`src/rtl/uart_rx_sampler_if.sv`:
```
`default_nettype none
// ============================================================================
// Module      : uart_rx_sampler_if
// Description : Bundles the serial input line and the sampler's downstream
//               control/status outputs. The sampler uses the master modport.
//               A shift register or frame consumer uses the slave modport.
//   i_rx        - serial line, idle high
//   o_sclr      - clear pulse at frame start (to shift register i_sclr)
//   o_en        - shift-enable pulse per data bit (to shift register i_en)
//   o_bit       - sampled data bit, valid with o_en (to shift register i_bit)
//   o_done      - frame completed, stop bit high
//   o_frame_err - stop bit sampled low
//   o_busy      - receiver is not idle
// Revision    : 1.0 - initial release
// ============================================================================
interface uart_rx_sampler_if;
    logic i_rx;
    logic o_sclr;
    logic o_en;
    logic o_bit;
    logic o_done;
    logic o_frame_err;
    logic o_busy;

    modport master (
        input  i_rx,
        output o_sclr, o_en, o_bit, o_done, o_frame_err, o_busy
    );

    modport slave (
        output i_rx,
        input  o_sclr, o_en, o_bit, o_done, o_frame_err, o_busy
    );
endinterface
`default_nettype wire

```
`src/rtl/uart_rx_sampler.sv`:
```
`default_nettype none
// ============================================================================
// Module      : uart_rx_sampler
// Description : UART receive front-end. It synchronises the serial line and
//               detects the start bit. Each data bit is sampled at mid-bit and
//               drives the clear, enable and bit inputs of a downstream
//               enable-gated shift register. The block also reports frame
//               completion or a framing error.
// Ports       : clk     - clock, rising edge
//               i_arst  - asynchronous active-high reset
//               bus     - uart_rx_sampler_if.master (i_rx in, pulses/busy out)
// Parameters  : CLKS_PER_BIT - clocks per serial bit (even, >= 4)
//               DATA_BITS    - data bits per frame (>= 1)
// Revision    : 1.0 - initial release
// ============================================================================
module uart_rx_sampler #(
    parameter int CLKS_PER_BIT = 16,
    parameter int DATA_BITS    = 8
) (
    input  wire               clk,
    input  wire               i_arst,
    uart_rx_sampler_if.master bus
);

    localparam int c_CW = $clog2(CLKS_PER_BIT);
    localparam int c_IW = $clog2(DATA_BITS + 1);

    // The start bit is checked half a bit in. After that, every check is one
    // full bit later, so each data and stop sample lands near mid-bit.
    localparam logic [c_CW-1:0] c_CNT_HALF = c_CW'(CLKS_PER_BIT / 2 - 1);
    localparam logic [c_CW-1:0] c_CNT_FULL = c_CW'(CLKS_PER_BIT - 1);
    localparam logic [c_IW-1:0] c_IDX_LAST = c_IW'(DATA_BITS - 1);

    typedef enum logic [2:0] {
        S_IDLE      = 3'd0,
        S_START     = 3'd1,
        S_DATA      = 3'd2,
        S_STOP      = 3'd3,
        S_WAIT_IDLE = 3'd4
    } state_t;

    state_t          r_state;
    state_t          w_state_nxt;
    logic [c_CW-1:0] r_cnt;
    logic [c_CW-1:0] w_cnt_nxt;
    logic [c_IW-1:0] r_idx;
    logic [c_IW-1:0] w_idx_nxt;

    logic r_sync1;
    logic r_rx_s;

    logic r_sclr, w_sclr_nxt;
    logic r_en,   w_en_nxt;
    logic r_bit,  w_bit_nxt;
    logic r_done, w_done_nxt;
    logic r_err,  w_err_nxt;
    logic r_busy;

    // Two-flop synchroniser. It resets to the idle (high) level so that
    // releasing reset cannot look like a start bit.
    always_ff @(posedge clk or posedge i_arst) begin
        if (i_arst) begin
            r_sync1 <= 1'b1;
            r_rx_s  <= 1'b1;
        end else begin
            r_sync1 <= bus.i_rx;
            r_rx_s  <= r_sync1;
        end
    end

    always_ff @(posedge clk or posedge i_arst) begin
        if (i_arst) begin
            r_state <= S_IDLE;
            r_cnt   <= '0;
            r_idx   <= '0;
            r_sclr  <= 1'b0;
            r_en    <= 1'b0;
            r_bit   <= 1'b0;
            r_done  <= 1'b0;
            r_err   <= 1'b0;
            r_busy  <= 1'b0;
        end else begin
            r_state <= w_state_nxt;
            r_cnt   <= w_cnt_nxt;
            r_idx   <= w_idx_nxt;
            r_sclr  <= w_sclr_nxt;
            r_en    <= w_en_nxt;
            r_bit   <= w_bit_nxt;
            r_done  <= w_done_nxt;
            r_err   <= w_err_nxt;
            // Busy is taken from the next state, so it rises with o_sclr and
            // falls in the same cycle that the FSM is back in IDLE.
            r_busy  <= (w_state_nxt != S_IDLE);
        end
    end

    always_comb begin
        w_state_nxt = r_state;
        w_cnt_nxt   = r_cnt + 1'b1;
        w_idx_nxt   = r_idx;
        w_sclr_nxt  = 1'b0;
        w_en_nxt    = 1'b0;
        w_bit_nxt   = r_bit;
        w_done_nxt  = 1'b0;
        w_err_nxt   = 1'b0;

        case (r_state)
            S_IDLE: begin
                w_cnt_nxt = '0;
                if (!r_rx_s) begin
                    w_state_nxt = S_START;
                    w_idx_nxt   = '0;
                    w_sclr_nxt  = 1'b1;
                end
            end

            S_START: begin
                if (r_cnt == c_CNT_HALF) begin
                    w_cnt_nxt = '0;
                    // A line that is high again at mid start bit was a glitch.
                    w_state_nxt = r_rx_s ? S_IDLE : S_DATA;
                end
            end

            S_DATA: begin
                if (r_cnt == c_CNT_FULL) begin
                    w_cnt_nxt = '0;
                    w_en_nxt  = 1'b1;
                    w_bit_nxt = r_rx_s;
                    w_idx_nxt = r_idx + 1'b1;
                    if (r_idx == c_IDX_LAST) begin
                        w_state_nxt = S_STOP;
                    end
                end
            end

            S_STOP: begin
                if (r_cnt == c_CNT_FULL) begin
                    w_cnt_nxt = '0;
                    if (r_rx_s) begin
                        w_done_nxt  = 1'b1;
                        w_state_nxt = S_IDLE;
                    end else begin
                        w_err_nxt   = 1'b1;
                        w_state_nxt = S_WAIT_IDLE;
                    end
                end
            end

            S_WAIT_IDLE: begin
                // Hold here while the line is low (break or stuck line), so a
                // low line cannot start a new frame.
                w_cnt_nxt = '0;
                if (r_rx_s) begin
                    w_state_nxt = S_IDLE;
                end
            end

            default: begin
                w_state_nxt = S_IDLE;
                w_cnt_nxt   = '0;
            end
        endcase
    end

    assign bus.o_sclr      = r_sclr;
    assign bus.o_en        = r_en;
    assign bus.o_bit       = r_bit;
    assign bus.o_done      = r_done;
    assign bus.o_frame_err = r_err;
    assign bus.o_busy      = r_busy;

endmodule
`default_nettype wire

```
`src/flat_wrapper.sv`:
```
// flat-port wrapper written by rule: the top's interface ports become plain ports
module uart_rx_sampler_flat 
#(
    parameter int CLKS_PER_BIT = 16,
    parameter int DATA_BITS    = 8
)
  (clk, i_arst, bus_i_rx, bus_o_sclr, bus_o_en, bus_o_bit, bus_o_done, bus_o_frame_err, bus_o_busy);
  uart_rx_sampler_if bus_i ();
  input  wire clk;
  input  wire i_arst;
  input wire logic [$bits(bus_i.i_rx)-1:0] bus_i_rx;
  output wire logic [$bits(bus_i.o_sclr)-1:0] bus_o_sclr;
  output wire logic [$bits(bus_i.o_en)-1:0] bus_o_en;
  output wire logic [$bits(bus_i.o_bit)-1:0] bus_o_bit;
  output wire logic [$bits(bus_i.o_done)-1:0] bus_o_done;
  output wire logic [$bits(bus_i.o_frame_err)-1:0] bus_o_frame_err;
  output wire logic [$bits(bus_i.o_busy)-1:0] bus_o_busy;
  assign bus_i.i_rx = bus_i_rx;
  assign bus_o_sclr = bus_i.o_sclr;
  assign bus_o_en = bus_i.o_en;
  assign bus_o_bit = bus_i.o_bit;
  assign bus_o_done = bus_i.o_done;
  assign bus_o_frame_err = bus_i.o_frame_err;
  assign bus_o_busy = bus_i.o_busy;
  uart_rx_sampler #(.CLKS_PER_BIT(CLKS_PER_BIT), .DATA_BITS(DATA_BITS)) u_core (.clk(clk), .i_arst(i_arst), .bus(bus_i));
endmodule
```
`config.mk`:
```
export PLATFORM = sky130hd
export DESIGN_NAME = uart_rx_sampler_flat
export DESIGN_NICKNAME = d
export VERILOG_FILES = /design/src/rtl/uart_rx_sampler_if.sv /design/src/rtl/uart_rx_sampler.sv /design/src/flat_wrapper.sv
export SDC_FILE = /design/constraint.sdc
export NUM_CORES = 1
export LEC_CHECK = 0
export BUFFER_PORTS_ARGS = -buffer_cell sky130_fd_sc_hd__buf_2
export CELL_PAD_IN_SITES_DETAIL_PLACEMENT = 1
export CELL_PAD_IN_SITES_GLOBAL_PLACEMENT = 1
export CORE_MARGIN = 3
export CORE_UTILIZATION = 40
export DETAILED_ROUTE_END_ITERATION = 8
export PLACE_DENSITY_LB_ADDON = 0.1
export SLEW_MARGIN = 15
export SYNTH_ARGS = -nofsm -noshare
export SYNTH_HDL_FRONTEND = slang
export SYNTH_SLANG_ARGS = --single-unit
```
`constraint.sdc`:
```
create_clock -name clk -period 1.4 [get_ports clk]
set_input_delay 0.07 -clock clk [delete_from_list [all_inputs] [get_ports clk]]
set_output_delay 0.07 -clock clk [all_outputs]
set_load 0.02 [all_outputs]
```
Word-level counts from Yosys, hierarchy flattened
Cells that the tools add are included.
{ "classes": {"n_addsub": 2, "eq_ne": 9, "mux": 24, "n_reduce_logical": 6} }
{ "op_table": {"columns": ["cell", "count"], "rows": [
  ["3-bit two-way mux", 7],
  ["4-bit two-way mux", 4],
  ["4-bit one-hot mux with 2 select lines", 2],
  ["3-bit one-hot mux with 5 select lines", 1],
  ["1-bit two-way mux", 9],
  ["4-bit by 1-bit adder with 4-bit output (second input constant)", 2],
  ["4-bit by 3-bit equality test with 1-bit output (second input constant)", 2],
  ["3-bit by 2-bit equality test with 1-bit output (second input constant)", 2],
  ["4-bit equality test (second input constant)", 1],
  ["3-bit by 1-bit equality test with 1-bit output (second input constant)", 1],
  ["3-bit equality test (second input constant)", 1],
  ["3-bit logical NOT", 1],
  ["3-bit AND reduction", 1],
  ["3-bit nonzero test", 1],
  ["2-bit two-way mux", 1],
  ["2-bit by 1-bit inequality test with 1-bit output (second input constant)", 1],
  ["2-bit inequality test (second input constant)", 1],
  ["2-bit AND reduction", 1],
  ["2-bit nonzero test", 1],
  ["2-bit OR reduction", 1]
]} }
{ "word_totals": {"ff_bits": 19, "in_bits": 3, "output_inout_bits": 6, "elab_cells": 52} }

Depth between registers and ports, before layout
Gate-level depths: netlist (run 1).
{ "depth": {"ltp_word": 5, "depth_mapped": 4, "ltp_nobuf": 4} }

Worst setup path before layout (run 1)
No wires, ideal clock.
{ "synth_path": {"kind": "reg-to-reg", "startpoint": "register u_core.r_cnt[0]", "endpoint": "register u_core.r_idx[3]", "setup_time_ns": 0.125, "t_arrival_ns": 1.368, "required_time_ns": 1.275, "path_slack_ns": -0.092, "stages_incl_launch_ff": 5, "n_path_buf": 0, "period_less_slack_ns": 1.492, "cell_sequence": "dfrtp_1 -> ha_1 -> and4_1 -> o211ai_1 -> mux2_2"} }
{ "synth_between": {"elab_chain_cells": 3} }
{ "synth_rtl": {"columns": ["item", "line", "source"], "rows": [
  ["start, declared", "uart_rx_sampler.sv:44", "logic [c_CW-1:0] r_cnt;"],
  ["start signal, assigned", "uart_rx_sampler.sv:84", "r_cnt <= w_cnt_nxt;"],
  ["4-bit equality test", "uart_rx_sampler.sv:126", "if (r_cnt == c_CNT_FULL) begin"],
  ["2-bit by 1-bit inequality test with 1-bit output (no source line)", null, null],
  ["3-bit AND reduction (no source line)", null, null],
  ["end signal, assigned", "uart_rx_sampler.sv:85", "r_idx <= w_idx_nxt;"],
  ["end, declared", "uart_rx_sampler.sv:46", "logic [c_IW-1:0] r_idx;"]
]} }
Every way passes these cells.
A chain may end at the register's enable or synchronous reset.

Final worst setup path (run 1)
{ "layout_path": {"startpoint": "register u_core.r_cnt[1]", "endpoint": "register u_core.r_idx[0]"} }
The elaborated chain is that of the path after synthesis.

==> impl_metrics.yaml, run 1 <==
run_status:
  status: "finished, violations left"
  violations: "setup timing"
clocking:
  clock_path_buffers: 2
  postCtsSetupBuffers: 0
  numCtsBuffers: 3
  cts_tree: "done"
  clkTransAtPathRegs_ns: 0.10
  clockRootBuffer: "clkbuf_4"
  clock_latency_ns: 0.29
  clock_sinks: 19
  htreeDepth: 1
power:
  power_density_nw_per_um2: 1680
  ir_drop_mv: 0.882
  leakage_nw: 0.544
worst_hold_path:
  min_path_type: "primary input to async pin"
logic_synthesis:
  synth_seq_area_share_pct: 53.0
  synth_seq_cells: 19
  synth_area_per_cell_um2: 11.6
  mappedNetlistArea_um2: 902
  yosysUniqueCellTypes: 36
  syn_nets: 83
  synthCells: 78
  ys.warnings.count: 0
timing:
  slew_headroom_pct: 77.2
  finalSetupTns_ns: -0.0656
  hold_viol: 0
  finalCriticalPeriod_ns: 1.43
  rsz0062_at_grt: "true"
  clock.fmax_ghz: 0.697
  fin_skew_ns: 0.000865
  setup_violations: 2
  setup_ws_ns: -0.0346
  period_share_pct: 102
  final_max_slew_viol_count: 0
  worst_pin_slew_ns: 0.343
job:
  cap_violations: 0
critical_path:
  crit_end: "u_core.r_idx[0]$_DFFE_PP0P_"
  r2r_cells: 4
  rrSetupSlack_ns: -0.03
  crit_path_max_fanout: 5
  critPathCaptureType: "flip-flop"
  cp-startpoint: "u_core.r_cnt[1]$_DFF_PP0_"
  crit_type: "flip-flop to flip-flop"
  cp-start-kind: "flip-flop"
  r2r_end: "u_core.r_idx[0]$_DFFE_PP0P_"
  arrival_ns: 1.62
  required_ns: 1.59
  r2r-start: "u_core.r_cnt[1]$_DFF_PP0_"
floorplan:
  initial_core_util_pct: 44.2
  die_x_um: 53.5
  fp.dieH_um: 53.5
  coreArea_um2: 2040
  num_rows: 16
  pin_count: 9
  dieArea_um2: 2860
route:
  dr.pass1.iters: 4
  vias_per_cell: 5.17
  wirelength_um: 1850
  drc: 0
  drt_iter0_markers: 7
  via_count: 657
  wl_per_cell_um: 14.6
  final_antenna_net_count: 0
global_route:
  grt_pass1_wl_um: 3040
  antenna_found_initial: 0
  grtUsageTotal_pct: 15.3
  grt_max_degree: 20
  globalRoute.totalOverflow: 0
  grt_pass1_vias: 660
cells_and_area:
  final_util_pct: 54.6
  areaGrowthSynthToFinish_pct: 23.6
  antennaDiodeCount: 0
  drive_gt1_share_pct: 35.0
  fin_nets: 106
placement:
  port_buffers: 8
  dp_hpwl_um: 1370
  gp_congestion: 0.841
-- where the power goes --
group          internal, W  leakage, nW  switching, W
Clock             0.000106       0.0177      0.000162
Sequential        0.000688        0.237      0.000160
Combinational     0.000386        0.290      0.000368
-- worst max-delay path, stage by stage, from the launching register on --
cell and delay [ns]:
dfrtp_1 0.41, ha_4 0.16, and3_1 0.22, mux2_2 0.35, a22o_1 0.19
-- per-stage QoR --
stage	power [W]	cells	instance area (um^2)	hold WS, ns	setup WS [ns]
after detailed placement	0.00158	121	1050	0.102	-0.0232
after CTS	0.00186	127	1090	0.318	-0.0375
final	0.00187	127	1110	0.326	-0.0346
after floorplan	0.00130	78	917	0.0196	0.0247
after global placement	0.00154	121	1050	0.0964	-0.0347
after global routing	0.00205	127	1110	0.340	-0.0946
-- registers in the layout, summed over array words and instances (netlist names) --
signal,cells
u_core.r_cnt,4
u_core.r_idx,4
u_core.r_state,3
u_core.bus.o_bit,1
u_core.bus.o_busy,1
u_core.bus.o_done,1
u_core.bus.o_en,1
u_core.bus.o_frame_err,1
u_core.bus.o_sclr,1
u_core.r_rx_s,1
u_core.r_sync1,1
-- what timing repair did --
item                                   CTS  global route
hold buffers                             2             0
endpoints found under the hold margin   18             0
resized for setup                        1             5
setup endpoints to repair                4             9
-- worst min path at each step --
stage | startpoint | to
final | i_arst | u_core.r_state[2]$_DFF_PP0_
after global routing | i_arst | u_core.r_state[2]$_DFF_PP0_
after CTS | i_arst | u_core.r_state[1]$_DFF_PP0_
after detailed placement | i_arst | u_core.bus.o_en$_DFF_PP0_
after global placement | i_arst | u_core.r_state[2]$_DFF_PP0_
after floorplan | i_arst | u_core.bus.o_bit$_DFFE_PP0P_
-- synth_stat cells, drive strengths merged --
cell / number / area (um^2)
dfrtp: 17 / 425
nand2: 2 / 7.51
a22o: 1 / 8.76
xnor2: 1 / 8.76
o221ai: 2 / 17.5
ha: 2 / 25.0
o211ai: 3 / 22.5
and2: 2 / 12.5
and4b: 1 / 10.0
nand4b: 1 / 8.76
o21ai: 2 / 10.0
inv: 5 / 18.8
dfstp: 2 / 52.6
mux2: 4 / 45.0
a31oi: 1 / 6.26
nor4bb: 1 / 10.0
nor3: 2 / 10.0
nand3: 1 / 5.00
nor2b: 1 / 6.26
nand4: 1 / 6.26
and3: 2 / 12.5
nor2: 9 / 33.8
or2: 1 / 6.26
nor4: 1 / 12.5
and4: 1 / 8.76
nor3b: 1 / 12.5
o31a: 1 / 8.76
a21bo: 1 / 10.0
and3b: 1 / 8.76
xor2: 2 / 17.5
o211a: 1 / 10.0
buf: 3 / 27.5
nand2b: 1 / 6.26
or4b: 1 / 10.0
-- area by class of cell --
type	instances	area [um^2]
clock inverter	1	5.00
fill	228	927
inverter	5	18.8
clock buffer	3	22.5
timing repair buffer	21	143
tap	27	33.8
multi-input combinational	51	413
sequential	19	479
-- logic make-up after synthesis --
kind of cell             Yosys count  share of synthesized area (%)
adder cells (fa/ha/maj)            2                           2.77
XOR/XNOR                           3                           2.91
AND/OR/NAND/NOR                   30                           20.8
AO/OA/AOI/OAI                     12                           10.4
buffers and inverters              8                           5.13
multiplexers                       4                           4.99
flip-flops                        19                           53.0
-- layout by cell type (no fill, tap or decap), drive strengths merged, types with 2 or more instances in the layout --
master       Yosys  layout
mux2             4       4
nor3             2       2
buf              3      19
clkbuf           0       3
nor2             9       9
dfrtp           17      17
and2             2       2
nand2            2       2
and3             2       2
xor2             2       2
inv              5       5
o21ai            2       2
ha               2       2
o221ai           2       2
o211ai           3       3
dlygate4sd3      0       2
dfstp            2       2
-- routing by layer --
layer | GRT usage (%) | up-vias | share of wire (%)
met1 | 17.5 | 319 | 45
met2 | 26.9 | 11 | 50
met3 | 5.92 | 2 | 4.3
met4 | 2.55 | 0 | 0.70
li1 | - | 325 | -
met5 | 0 | - | 0
(Power assumes the default switching activity.)
==> run 2, diff against run 1 <==
--- a/config.mk
+++ b/config.mk
@@ -9,5 +9,5 @@
 export CELL_PAD_IN_SITES_DETAIL_PLACEMENT = 1
 export CELL_PAD_IN_SITES_GLOBAL_PLACEMENT = 1
-export CORE_MARGIN = 3
+export CORE_MARGIN = 2
 export CORE_UTILIZATION = 40
 export DETAILED_ROUTE_END_ITERATION = 8
==> constraint.sdc (replaced) <==
create_clock -name clk -period 1.4 [get_ports clk]
set_input_delay 0.14 -clock clk [delete_from_list [all_inputs] [get_ports clk]]
set_output_delay 0.14 -clock clk [all_outputs]
set_load 0.02 [all_outputs]
==> run 2 against run 1 <==
  * The flow now finishes without violations
  * Final area grew 2.1%
  * Via count increased by 2.1%
  * Critical path depth stayed put
  * Combinational power increased by 2.9%
  * Total power up 2.5%
  * Global-route usage rose by 1.6 points
  * Sequential power rose by 2.9%
  * Die area fell by 7.3%
  * Clock power about the same
  * Utilization is 2.1 points lower
  * Critical path type unchanged
==> impl_metrics.yaml, run 2 (synthesis results as in run 1) <==
timing:
  setup_ws_ns: 0.00396
  final_max_slew_viol_count: 0
  hold_viol: 0
  clock.fmax_ghz: 0.716
  setup_violations: 0
  fin_skew_ns: 0.0103
  rsz0062_at_grt: "true"
  period_share_pct: 99.7
  finalCriticalPeriod_ns: 1.40
  worst_pin_slew_ns: 0.346
  slew_headroom_pct: 76.9
route:
  wirelength_um: 1910
  vias_per_cell: 5.20
  final_antenna_net_count: 0
  via_count: 671
  dr.pass1.iters: 4
  drt_iter0_markers: 5
  drc: 0
  wl_per_cell_um: 14.8
cells_and_area:
  fin_nets: 107
  drive_gt1_share_pct: 38.6
  top_regs: "u_core.r_cnt (4), u_core.r_idx (4), u_core.r_state (3)"
  final_util_pct: 52.5
  final_common_cell: "dfrtp_1"
  areaGrowthSynthToFinish_pct: 26.2
  final_cell_mix: "dfrtp_1 (14), buf_4 (12), nor2_1 (8), buf_2 (8), inv_1 (5)"
  antennaDiodeCount: 0
  n_fill_cell: 254
clocking:
  postCtsSetupBuffers: 0
  numCtsBuffers: 3
  clockRootBuffer: "clkbuf_4"
  clock_latency_ns: 0.30
  clkTransAtPathRegs_ns: 0.11
  htreeDepth: 1
  clock_path_buffers: 2
  cts_tree: "done"
  clock_sinks: 19
critical_path:
  worstPathCellList: "ha_4 > and3_4 > mux2_4 > a22o_1"
  rrSetupSlack_ns: 0.004
  cp_slowest_cell: "dfrtp_1"
  crit_type: "flip-flop to flip-flop"
  required_ns: 1.58
  crit_buf_inv: 0
  cp-start-kind: "flip-flop"
  cpLargestDelayFamily: "flip-flops"
  crit_path_max_fanout: 4
  cp_slowest_stage_delay_ns: 0.43
  critPathCaptureType: "flip-flop"
  arrival_ns: 1.58
power:
  power_density_nw_per_um2: 1680
  p_total_w: 0.00192
  leakage_nw: 0.549
  ir_drop_mv: 1.03
floorplan:
  num_rows: 17
  dieArea_um2: 2650
  die_x_um: 51.5
  initial_core_util_pct: 41.6
  pin_count: 9
  coreArea_um2: 2170
  fp.dieH_um: 51.5
global_route:
  globalRoute.totalOverflow: 0
  grt_max_degree: 20
  grtUsageTotal_pct: 16.9
  antenna_found_initial: 0
  grt_pass1_vias: 687
  grt_pass1_wl_um: 3180
placement:
  dp_hpwl_um: 1400
  gp_congestion: 0.755
  port_buffers: 8
  dpl_worst_slack_ns: -0.0395
job:
  cap_violations: 0
worst_hold_path:
  min_path_type: "flip-flop to flip-flop"
run_status:
  status: "completed"
[run 2: cell count changes in the layout (fill, tap and decap cells not counted), sizes merged]
cell	before	now
buf	19	20
[run 2: area by class of cell]
class | instances | area, um^2 | area share (%)
Timing Repair Buffer | 22 | 150 | 13.2
Clock inverter | 1 | 5.00 | 0.440
Sequential cell | 19 | 482 | 42.3
Clock buffer | 3 | 22.5 | 1.98
Tap cell | 28 | 35.0 | 3.08
Multi-Input combinational cell | 51 | 425 | 37.4
Inverter | 5 | 18.8 | 1.65
[run 2: metrics by stage]
step | cell area [um^2] | cells | TNS (ns) | hold WS (ns)
6_report | 1140 | 129 | 0 | 0.364
5_1_grt | 1140 | 129 | -0.0662 | 0.371
4_1_cts | 1110 | 129 | -0.0146 | 0.368
3_5_place_dp | 1050 | 123 | -0.0561 | 0.173
3_3_place_gp | 1050 | 123 | 0 | 0.168
2_1_floorplan | 917 | 78 | 0 | 0.0896
[run 2: timing repair]
item                                   in CTS  in global routing
gates resized for setup                     3                  8
setup endpoints to repair                   5                  7
pin swaps                                   3                  1
endpoints found under the hold margin      18                  0
hold buffers                                2                  0
[run 2: final timing paths]
| check | from | endpoint | cells after the start |
|---|---|---|---|
| worst max-delay path | u_core.r_cnt[0]$_DFF_PP0_ | u_core.r_idx[0]$_DFFE_PP0P_ | 4 |
| worst min-delay path | u_core.r_sync1$_DFF_PP1_ | u_core.r_rx_s$_DFF_PP1_ | 0 |
| worst max register to register | u_core.r_cnt[0]$_DFF_PP0_ | u_core.r_idx[0]$_DFFE_PP0P_ | 4 |
| worst min register to register | u_core.r_sync1$_DFF_PP1_ | u_core.r_rx_s$_DFF_PP1_ | 0 |
| max in group asynchronous | i_arst | u_core.r_rx_s$_DFF_PP1_ | 4 |
| min in group asynchronous | i_arst | u_core.r_state[1]$_DFF_PP0_ | 4 |
[run 2: per-layer routing]
metal,up-vias,wire (um),global-route usage [%]
met5,-,0,0
met4,0,17,3.95
met3,2,80,6.03
met2,13,955,29.5
met1,330,855,19.9
li1,326,-,-
[run 2: worst register-to-register path: stages, from the launching register on]
cell and delay (ns):
dfrtp_1 0.43, ha_4 0.18, and3_4 0.20, mux2_4 0.29
a22o_1 0.18
[run 2: power breakdown]
group | switching [W] | internal, W
clock network | 0.000163 | 0.000106
logic | 0.000364 | 0.000412
registers | 0.000182 | 0.000691
total | 0.000708 | 0.00121
